### src/rtl/serial_frame_pkg.sv
// Shared definitions for the serial frame deserializer.
//   state_e   : receiver FSM states (IDLE, DATA, STOP)
//   START_LVL : line level of the start bit
//   STOP_LVL  : line level of a valid stop bit
//   IDLE_LVL  : line level while no frame is in flight
package serial_frame_pkg;

  typedef enum logic [1:0] {
    IDLE,
    DATA,
    STOP
  } state_e;

  localparam logic START_LVL = 1'b1;
  localparam logic STOP_LVL  = 1'b0;
  localparam logic IDLE_LVL  = 1'b0;

endpackage

### src/rtl/sipo_shift_reg.sv
// WIDTH-bit serial-in / parallel-out shift register.
// Bits enter at the MSB and move toward bit 0, so after WIDTH shifts the
// first bit received sits in data_o[0] (LSB-first assembly).
//   clk        : rising-edge clock
//   rst_n      : asynchronous active-low reset, clears the register
//   clr_i      : synchronous clear (wins over shift_en_i)
//   shift_en_i : shift bit_i in on this edge
//   bit_i      : serial input bit
//   data_o     : parallel register contents
module sipo_shift_reg #(
  parameter int unsigned WIDTH = 8
) (
  input  logic             clk,
  input  logic             rst_n,
  input  logic             clr_i,
  input  logic             shift_en_i,
  input  logic             bit_i,
  output logic [WIDTH-1:0] data_o
);

  logic [WIDTH-1:0] data_q;

  always_ff @(posedge clk or negedge rst_n) begin
    if (!rst_n) begin
      data_q <= '0;
    end else if (clr_i) begin
      data_q <= '0;
    end else if (shift_en_i) begin
      data_q <= {bit_i, data_q[WIDTH-1:1]};
    end
  end

  assign data_o = data_q;

endmodule

### src/rtl/serial_frame_deser.sv
// Serial frame deserializer: start bit (1), WIDTH payload bits LSB-first,
// stop bit (0). Good frames are presented on a valid/ready output slot.
//   clk        : rising-edge clock
//   rst_n      : asynchronous active-low reset
//   din        : registered serial bit, one per clock
//   dout       : assembled payload, bit 0 = first payload bit
//   dout_valid : dout holds an unconsumed word
//   dout_ready : consumer accepts dout when dout_valid && dout_ready
//   frame_err  : one-cycle pulse, stop bit sampled as 1
//   overrun    : one-cycle pulse, good frame dropped because slot was held
module serial_frame_deser
  import serial_frame_pkg::*;
#(
  parameter int unsigned WIDTH = 8
) (
  input  logic             clk,
  input  logic             rst_n,
  input  logic             din,
  output logic [WIDTH-1:0] dout,
  output logic             dout_valid,
  input  logic             dout_ready,
  output logic             frame_err,
  output logic             overrun
);

  localparam int unsigned CNT_W = $clog2(WIDTH);
  localparam logic [CNT_W-1:0] LAST_BIT = CNT_W'(WIDTH - 1);

  state_e           state_q, state_d;
  logic [CNT_W-1:0] bit_cnt_q, bit_cnt_d;
  logic [WIDTH-1:0] dout_q, dout_d;
  logic             dout_valid_q, dout_valid_d;
  logic             frame_err_q, frame_err_d;
  logic             overrun_q, overrun_d;

  logic             sr_clr, sr_shift;
  logic [WIDTH-1:0] payload;
  logic             good_frame, bad_frame;
  logic             slot_free;

  sipo_shift_reg #(
    .WIDTH(WIDTH)
  ) u_sipo (
    .clk       (clk),
    .rst_n     (rst_n),
    .clr_i     (sr_clr),
    .shift_en_i(sr_shift),
    .bit_i     (din),
    .data_o    (payload)
  );

  // Receiver FSM and bit counter.
  always_comb begin
    state_d    = state_q;
    bit_cnt_d  = bit_cnt_q;
    sr_clr     = 1'b0;
    sr_shift   = 1'b0;
    good_frame = 1'b0;
    bad_frame  = 1'b0;
    unique case (state_q)
      IDLE: begin
        if (din == START_LVL) begin
          state_d   = DATA;
          bit_cnt_d = '0;
          sr_clr    = 1'b1;
        end
      end
      DATA: begin
        sr_shift = 1'b1;
        if (bit_cnt_q == LAST_BIT) begin
          state_d = STOP;
        end else begin
          bit_cnt_d = bit_cnt_q + 1'b1;
        end
      end
      STOP: begin
        state_d = IDLE;
        if (din == STOP_LVL) begin
          good_frame = 1'b1;
        end else begin
          bad_frame = 1'b1;
        end
      end
      default: state_d = IDLE;
    endcase
  end

  // Output slot: a word consumed on this edge frees the slot for a
  // simultaneous load, so valid stays high across back-to-back words.
  always_comb begin
    slot_free    = !dout_valid_q || dout_ready;
    dout_d       = dout_q;
    dout_valid_d = dout_valid_q && !dout_ready;
    frame_err_d  = bad_frame;
    overrun_d    = 1'b0;
    if (good_frame) begin
      if (slot_free) begin
        dout_d       = payload;
        dout_valid_d = 1'b1;
      end else begin
        overrun_d = 1'b1;
      end
    end
  end

  always_ff @(posedge clk or negedge rst_n) begin
    if (!rst_n) begin
      state_q      <= IDLE;
      bit_cnt_q    <= '0;
      dout_q       <= '0;
      dout_valid_q <= 1'b0;
      frame_err_q  <= 1'b0;
      overrun_q    <= 1'b0;
    end else begin
      state_q      <= state_d;
      bit_cnt_q    <= bit_cnt_d;
      dout_q       <= dout_d;
      dout_valid_q <= dout_valid_d;
      frame_err_q  <= frame_err_d;
      overrun_q    <= overrun_d;
    end
  end

  assign dout       = dout_q;
  assign dout_valid = dout_valid_q;
  assign frame_err  = frame_err_q;
  assign overrun    = overrun_q;

endmodule
### config.mk
export PLATFORM = sky130hd
export DESIGN_NAME = serial_frame_deser
export DESIGN_NICKNAME = d
export VERILOG_FILES = /design/src/rtl/serial_frame_pkg.sv /design/src/rtl/sipo_shift_reg.sv /design/src/rtl/serial_frame_deser.sv
export SDC_FILE = /design/constraint.sdc
export NUM_CORES = 1
export LEC_CHECK = 0
export CAP_MARGIN = 15
export CELL_PAD_IN_SITES_DETAIL_PLACEMENT = 0
export CELL_PAD_IN_SITES_GLOBAL_PLACEMENT = 1
export CORE_UTILIZATION = 45
export CTS_CLUSTER_DIAMETER = 30
export DETAILED_ROUTE_END_ITERATION = 8
export GPL_ROUTABILITY_DRIVEN = 0
export MAX_ROUTING_LAYER = met4
export PLACE_DENSITY_LB_ADDON = 0.1
export SYNTH_ARGS = -nofsm -noshare
export SYNTH_HDL_FRONTEND = slang
export SYNTH_SLANG_ARGS = --single-unit
### constraint.sdc
create_clock -name clk -period 2.65 [get_ports clk]
set_input_delay 0.3975 -clock clk [delete_from_list [all_inputs] [get_ports clk]]
set_output_delay 0.3975 -clock clk [all_outputs]
set_load 0.01 [all_outputs]
==> results.py, run 1 <==
metrics = {
    "status": {
        "status": "complete, no violations",
    },
    "job": {
        "maxCapViolCount": 0,
    },
    "floorplan": {
        "die_w_um": 48.2,
        "rows": 16,
        "fp.dieH_um": 48.2,
        "dieArea_um2": 2320,
        "core_region_area_um2": 1980,
        "io_pins": 15,
        "initial_core_util_pct": 48.4,
    },
    "yosys": {
        "yosys_register_bits": 24,
        "syn_area_um2": 958,
        "netlist_instances": 64,
        "synth.avg_cell_area_um2": 15.0,
        "ys_seq_area_share_pct": 62.7,
        "syn_nets": 70,
        "yosysWarnings": 0,
        "yosysUniqueCellTypes": 18,
    },
    "setup_path": {
        "r2r-start": "state_q[0]",
        "start_kind": "primary input",
        "r2r_setup_slack_ns": 0.88,
        "critPathKind": "in -> reg",
        "endpoint_kind": "flip-flop",
        "rr_endpoint": "dout[0]",
        "crit_fanout": 8,
        "crit_required_ns": 2.85,
        "reg2reg_depth": 3,
        "crit_arrival_ns": 2.10,
    },
    "sta": {
        "tightest_slew_ns": 0.787,
        "post-route-period-util_pct": 71.7,
        "final-setup-viol-count": 0,
        "tns_ns": 0,
        "max-slew-margin-rel_pct": 47.4,
        "hold_viol": 0,
        "final-max-slew-violation-count": 0,
        "period_needed_ns": 1.90,
        "max_freq_ghz": 0.526,
        "skew_ns": 0.00459,
        "rsz0062_at_grt": "false",
    },
    "clock_tree": {
        "htree_levels": 1,
        "cts_inserted_buffers": 3,
        "hold_buffers": 0,
        "clk_latency_ns": 0.30,
        "path_clk_slew_ns": 0.12,
        "cts_resized": 0,
        "clkSinkCount": 24,
        "cts_tree": "built",
        "postCtsSetupBuffers": 0,
        "clk_path_buf_depth": 2,
        "cts_root_buf": "clkbuf_4",
    },
    "global_routing": {
        "grt.overflow.total": 0,
        "grt_max_degree": 25,
        "antenna_found_initial": 0,
        "grt_usage_pct": 14.5,
        "grt_pass1_wl_mm": 2.17,
        "grt_pass1_vias": 504,
    },
    "layout": {
        "final_cell_mix": "dfrtp_1 (24), clkdlybuf4s50_1 (14), a22o_1 (8), mux2_4 (8), nand2b_1 (4)",
        "drive_above_1_share_pct": 17.3,
        "antenna_cells": 0,
        "final_common_cell": "dfrtp_1",
        "postLayoutCellArea_um2": 1180,
        "syn_to_final_growth_pct": 22.8,
        "nNetsFinal": 88,
    },
    "detailed_routing": {
        "avgRoutedWirePerCell_um": 12.5,
        "first_pass_iters": 4,
        "vias_per_cell": 4.96,
        "drc": 0,
        "num_vias": 536,
        "final_antenna_net_count": 0,
        "routed_wl_mm": 1.35,
        "initialDrtViolationCount": 6,
    },
    "power": {
        "ir_worst_vdd_mv": 0.496,
        "p_leak_nw": 0.589,
        "power_density_nw_per_um2": 950,
    },
    "place": {
        "dp_hpwl_um": 932,
        "numPortBuffers": 14,
        "place_area_um2": 1120,
    },
    "min_path": {
        "hold_path.class": "in -> async",
    },
}
==> how the worst max path moves through the flow <==
stage / startpoint / end / slack, ns / depth (start not counted)
global route: din / dout[1] / 0.70 / 4
floorplan: bit_cnt_q[0] / bit_cnt_q[0] / 1.01 / 5
CTS: din / dout[1] / 0.77 / 4
global placement: din / dout[3] / 0.46 / 4
finish: din / dout[0] / 0.75 / 4
detailed placement: din / dout[4] / 0.42 / 4
==> routing by layer <==
layer	part of all wire, %	vias up	global-route usage (%)	routed length [µm]
li1	-	255	-	-
met1	52	266	20.6	709
met2	43	13	19.5	587
met3	3.5	2	3.33	47
met4	0.67	0	6.67	9
met5	0	-	-	0
==> flip-flops by register name, indices dropped and copies added, names as in the netlist <==
register / cells
state_q: 2
bit_cnt_q: 3
dout: 8
u_sipo.data_o: 8
dout_valid: 1
frame_err: 1
overrun: 1
==> cells by family (layout without fill, tap and decap cells) <==
kind of cell             after synthesis  after routing  synth area share, %
adder cells (fa/ha/maj)                2              2                 2.61
flip-flops                            24             24                 62.7
AO/OA/AOI/OAI                         10             10                 8.62
buffers and inverters                  4             21                 2.35
multiplexers                          11             11                 15.8
AND/OR/NAND/NOR                       13             13                 7.96
==> cell type report <==
| class | count | area [µm²] |
|---|---|---|
| repair buffers | 15 | 148 |
| fillers | 158 | 805 |
| multi-input cells | 36 | 335 |
| flip-flops and latches | 24 | 601 |
| inverters | 2 | 7.51 |
| well taps | 27 | 33.8 |
| clock inverters | 1 | 30.0 |
| clock buffers | 3 | 22.5 |
==> critical path, cell delays in order <==
cell	delay, ns
clkdlybuf4s50_1	0.48
or3b_1	0.41
nand2b_1	0.41
mux2_4	0.40
==> synthesized netlist by cell type <==
master    count  area (µm²)
a21oi_1       1        5.00
a22o_1        8        70.1
and2_1        1        6.26
and3b_1       1        8.76
buf_6         1        11.3
clkbuf_1      1        3.75
dfrtp_1      24         601
ha_1          2        25.0
inv_1         2        7.51
mux2_2        1        11.3
mux2_4        8         120
mux2i_1       2        20.0
nand2_1       3        11.3
nand2b_1      4        25.0
nor2_1        1        3.75
nor2b_1       2        12.5
o21bai_1      1        7.51
or3b_1        1        8.76
==> power breakdown <==
group          switching, mW  leakage [nW]  internal [mW]
sequential            0.0771         0.317          0.474
combinational          0.128         0.244          0.189
clock                 0.0990        0.0279          0.153
total                  0.304         0.589          0.815
==> stage by stage <==
stage	worst slack (ns)	power [mW]	util, %	hold WS, ns	cells
detailed placement	0.422	0.878	56.8	0.490	104
global placement	0.456	0.870	56.8	0.485	104
global route	0.699	1.20	59.4	0.453	108
finish	0.750	1.12	59.4	0.436	108
floorplan	1.01	0.763	-	0.102	64
CTS	0.766	1.13	59.4	0.433	108
(Power assumes the default switching activity.)
==> inputs of run 2 (changes only) <==
Settings changed: CORE_UTILIZATION 45 to 42.
Clock period 2.65 ns to 1.95 ns, I/O delays scaled along.
==> run 2 against run 1 <==
Compared with the run above: die area up 6.8%; core utilization down 1.3 points; sequential power up 37%; power up 27%; flip-flop and latch count unchanged; clock skew up 0.0023 ns; clock power down 21%; final cell count up 3.7%; worst setup slack worse by 0.42 ns; largest cell class unchanged; first-iteration DRC count unchanged; count of clock-buffer cells in the layout unchanged.
==> results.py, run 2 (synthesis results as in run 1) <==
metrics = {
    "setup_path": {
        "crit_required_ns": 2.14,
        "critPathKind": "reg -> reg",
        "r2r-start": "state_q[0]",
        "rr_endpoint": "dout[6]",
        "reg2reg_depth": 4,
        "endpoint_kind": "flip-flop",
        "r2r_setup_slack_ns": 0.33,
        "endpoint": "dout[6]",
        "crit_fanout": 8,
        "start_kind": "flip-flop",
        "crit_arrival_ns": 1.81,
        "startpoint": "state_q[0]",
    },
    "clock_tree": {
        "cts_root_buf": "clkbuf_4",
        "cts_resized": 0,
        "postCtsSetupBuffers": 0,
        "htree_levels": 1,
        "clkSinkCount": 24,
        "hold_buffers": 0,
        "cts_tree": "built",
        "path_clk_slew_ns": 0.12,
        "clk_path_buf_depth": 2,
        "clk_latency_ns": 0.30,
        "cts_inserted_buffers": 3,
    },
    "layout": {
        "syn_to_final_growth_pct": 24.9,
        "fillCellCount": 175,
        "nNetsFinal": 93,
        "drive_above_1_share_pct": 21.2,
        "final_common_cell": "dfrtp_1",
        "final_cell_mix": "dfrtp_1 (24), clkdlybuf4s50_1 (14), a22o_1 (8), mux2_4 (8), buf_4 (5)",
        "seq_area_um2": 601,
        "antenna_cells": 0,
        "multi_input_area_um2": 335,
        "post-route-util_pct": 58.1,
        "finalNonFillerCells": 112,
        "postLayoutCellArea_um2": 1200,
    },
    "job": {
        "maxCapViolCount": 0,
    },
    "global_routing": {
        "grt_pass1_wl_mm": 2.53,
        "grt_usage_pct": 14.4,
        "grt_pass1_vias": 559,
        "antenna_found_initial": 0,
        "grt_max_degree": 25,
        "grt.overflow.total": 0,
    },
    "power": {
        "p_leak_nw": 0.604,
        "power_density_nw_per_um2": 1190,
        "ir_worst_vdd_mv": 0.693,
        "power_mw": 1.43,
    },
    "min_path": {
        "hold_path.class": "in -> async",
    },
    "sta": {
        "final-max-slew-violation-count": 0,
        "tns_ns": 0,
        "post-route-period-util_pct": 82.9,
        "tightest_slew_ns": 0.325,
        "max-slew-margin-rel_pct": 78.3,
        "rsz0062_at_grt": "false",
        "period_needed_ns": 1.62,
        "final-setup-viol-count": 0,
        "skew_ns": 0.00686,
        "max_freq_ghz": 0.619,
        "hold_viol": 0,
    },
    "detailed_routing": {
        "vias_per_cell": 4.89,
        "final_antenna_net_count": 0,
        "num_vias": 548,
        "routed_wl_mm": 1.47,
        "drc": 0,
        "first_pass_iters": 4,
        "initialDrtViolationCount": 6,
        "avgRoutedWirePerCell_um": 13.1,
    },
    "place": {
        "placed_cells": 109,
        "numPortBuffers": 14,
        "place_area_um2": 1170,
    },
    "floorplan": {
        "rows": 16,
        "io_pins": 15,
        "core_region_area_um2": 2060,
        "fp.dieH_um": 49.8,
        "die_w_um": 49.8,
        "initial_core_util_pct": 46.5,
        "dieArea_um2": 2480,
    },
    "status": {
        "status": "complete, no violations",
    },
}
-- run 2: cell type report --
| class | instances | area share [%] |
|---|---|---|
| multi-input combinational | 36 | 28.0 |
| inverter | 2 | 0.627 |
| timing repair buffer | 20 | 16.5 |
| sequential | 24 | 50.2 |
| clock buffer | 3 | 1.88 |
| tap | 27 | 2.82 |
-- run 2: worst max-delay path, stage by stage (launching register included) --
cell      delay (ns)
dfrtp_1         0.43
or3b_1          0.42
nand2b_1        0.20
buf_12          0.16
mux2_4          0.30
-- run 2: metal layers --
| layer | GRT usage (%) | part of all wire, % | up-vias |
|---|---|---|---|
| li1 | - | - | 265 |
| met2 | 20.5 | 46 | 14 |
| met1 | 19.1 | 48 | 267 |
| met4 | 2.86 | 1.0 | 0 |
| met5 | - | 0 | - |
| met3 | 6.48 | 5.2 | 2 |
-- run 2: per-stage QoR --
stage                     setup WS, ns  hold WS, ns
after floorplan                  0.312     -0.00309
after global placement          0.0903        0.499
after detailed placement        0.0720        0.495
after CTS                        0.326        0.334
after global routing             0.271        0.353
final                            0.334        0.333
-- run 2: worst min path at each step --
stage                     depth (start not counted)               end             start
after CTS                                         2        state_q[1]             rst_n
after global placement                            1  u_sipo.data_o[0]  u_sipo.data_o[0]
final                                             2        state_q[0]             rst_n
after detailed placement                          1           dout[1]           dout[1]
after global routing                              2      bit_cnt_q[2]             rst_n
after floorplan                                   0      bit_cnt_q[0]             rst_n
-- run 2: where the power goes --
| group | switching [mW] | internal (mW) |
|---|---|---|
| sequential | 0.113 | 0.644 |
| clock | 0.127 | 0.0719 |
| combinational | 0.179 | 0.291 |
==> inputs of run 3 (changes only) <==
Clock period 1.95 ns to 1.5 ns, I/O delays scaled along.
==> run 3 against run 2 <==
Compared with the run above: highest routed layer unchanged; critical path type unchanged; routed wire length rose by 5.7%; maximum frequency rose by 9.4%; core utilization rose by 5.7 points; via count grew 5.7%; first-iteration DRC count is 100% higher; combinational power grew 67%; power grew 55%; worst setup slack got worse by 0.31 ns; critical path depth is 1 higher.
==> results.py, run 3 (synthesis results as in run 1) <==
metrics = {
    "status": {
        "status": "complete, no violations",
    },
    "layout": {
        "drive_above_1_share_pct": 32.6,
        "final_cell_mix": "dfrtp_1 (24), buf_4 (12), clkdlybuf4s50_1 (10)",
        "postLayoutCellArea_um2": 1320,
        "post-route-util_pct": 63.8,
        "antenna_cells": 0,
        "final_common_cell": "dfrtp_1",
        "finalNonFillerCells": 119,
        "nNetsFinal": 99,
        "syn_to_final_growth_pct": 37.2,
    },
    "clock_tree": {
        "cts_inserted_buffers": 3,
        "cts_tree": "built",
        "path_clk_slew_ns": 0.12,
        "htree_levels": 1,
        "hold_buffers": 0,
        "clk_path_buf_depth": 2,
        "cts_root_buf": "clkbuf_4",
        "clkSinkCount": 24,
        "clk_latency_ns": 0.31,
    },
    "setup_path": {
        "crit_required_ns": 1.71,
        "crit_fanout": 3,
        "crit_arrival_ns": 1.68,
        "endpoint_kind": "flip-flop",
        "r2r-start": "bit_cnt_q[1]",
        "critPathKind": "reg -> reg",
        "r2r_setup_slack_ns": 0.02,
        "reg2reg_depth": 5,
        "start_kind": "flip-flop",
        "rr_endpoint": "bit_cnt_q[0]",
    },
    "detailed_routing": {
        "first_pass_iters": 3,
        "initialDrtViolationCount": 12,
        "num_vias": 579,
        "routed_wl_mm": 1.55,
        "avgRoutedWirePerCell_um": 13.1,
        "drc": 0,
        "vias_per_cell": 4.87,
        "final_antenna_net_count": 0,
    },
    "global_routing": {
        "antenna_found_initial": 0,
        "grt_usage_pct": 14.5,
        "grt_max_degree": 25,
        "grt_pass1_vias": 529,
        "grt_pass1_wl_mm": 2.55,
        "grt.overflow.total": 0,
    },
    "sta": {
        "tns_ns": 0,
        "tightest_slew_ns": 0.518,
        "final-setup-viol-count": 0,
        "hold_viol": 0,
        "skew_ns": 0.00307,
        "period_needed_ns": 1.48,
        "final-max-slew-violation-count": 0,
        "post-route-period-util_pct": 98.5,
        "max_freq_ghz": 0.677,
        "rsz0062_at_grt": "true",
        "max-slew-margin-rel_pct": 65.4,
    },
    "min_path": {
        "hold_path.class": "in -> async",
    },
    "power": {
        "p_leak_nw": 0.731,
        "ir_worst_vdd_mv": 1.05,
        "power_density_nw_per_um2": 1680,
    },
    "floorplan": {
        "core_region_area_um2": 2060,
        "fp.dieH_um": 49.8,
        "initial_core_util_pct": 46.5,
        "io_pins": 15,
        "die_w_um": 49.8,
        "rows": 16,
        "dieArea_um2": 2480,
    },
    "place": {
        "dp_hpwl_mm": 1.10,
        "numPortBuffers": 14,
        "placed_cells": 111,
        "place_area_um2": 1210,
    },
    "job": {
        "maxCapViolCount": 0,
    },
}
==> run 3: cell type report <==
class	count	area, µm²
multi-input cells	36	380
inverters	2	7.51
well taps	27	33.8
fillers	162	747
repair buffers	26	240
flip-flops and latches	24	601
clock buffers	3	22.5
clock inverters	1	30.0
==> run 3: worst max path at each step <==
| stage | startpoint | endpoint | slack, ns |
|---|---|---|---|
| 2_1_floorplan | bit_cnt_q[0] | bit_cnt_q[0] | -0.005 |
| 4_1_cts | dout[4] | dout[4] | 0.01 |
| 3_3_place_gp | din | dout[3] | -0.19 |
| 6_report | bit_cnt_q[1] | bit_cnt_q[0] | 0.02 |
| 5_1_grt | bit_cnt_q[0] | bit_cnt_q[0] | -0.02 |
| 3_5_place_dp | din | dout[2] | -0.24 |
==> run 3: critical path, cell delays in order, from the launching register on <==
cell and delay (ns):
dfrtp_1 0.41, ha_2 0.21, ha_4 0.15, nand2b_4 0.14
a21oi_4 0.17, mux2_4 0.31
==> run 3: through the flow <==
step / hold slack (ns) / power (mW) / worst slack [ns]
5_1_grt: 0.257 / 2.37 / -0.0226
3_3_place_gp: 0.495 / 1.68 / -0.193
4_1_cts: 0.265 / 2.17 / 0.0116
6_report: 0.259 / 2.21 / 0.0224
2_1_floorplan: -0.0706 / 1.41 / -0.00481
3_5_place_dp: 0.497 / 1.69 / -0.244
==> run 3: metal layers <==
metal | vias up | wire [µm] | global-route usage, %
met1 | 286 | 813 | 22.8
met2 | 11 | 687 | 18.7
li1 | 280 | - | -
met3 | 2 | 44 | 2.78
met5 | - | 0 | -
met4 | 0 | 8 | 4.29
==> run 3: power by group <==
group | switching [mW] | internal [mW] | leakage [nW] | total, mW
clock network | 0.185 | 0.270 | 0.0279 | 0.455
registers | 0.133 | 0.837 | 0.317 | 0.970
logic | 0.292 | 0.495 | 0.386 | 0.787
==> run 3: repair_timing <==
item                       CTS  global route
gates cloned                 0             0
gates resized for setup      1             6
pin swaps                    1             2
setup buffers                2             2
setup endpoints to repair    4             8
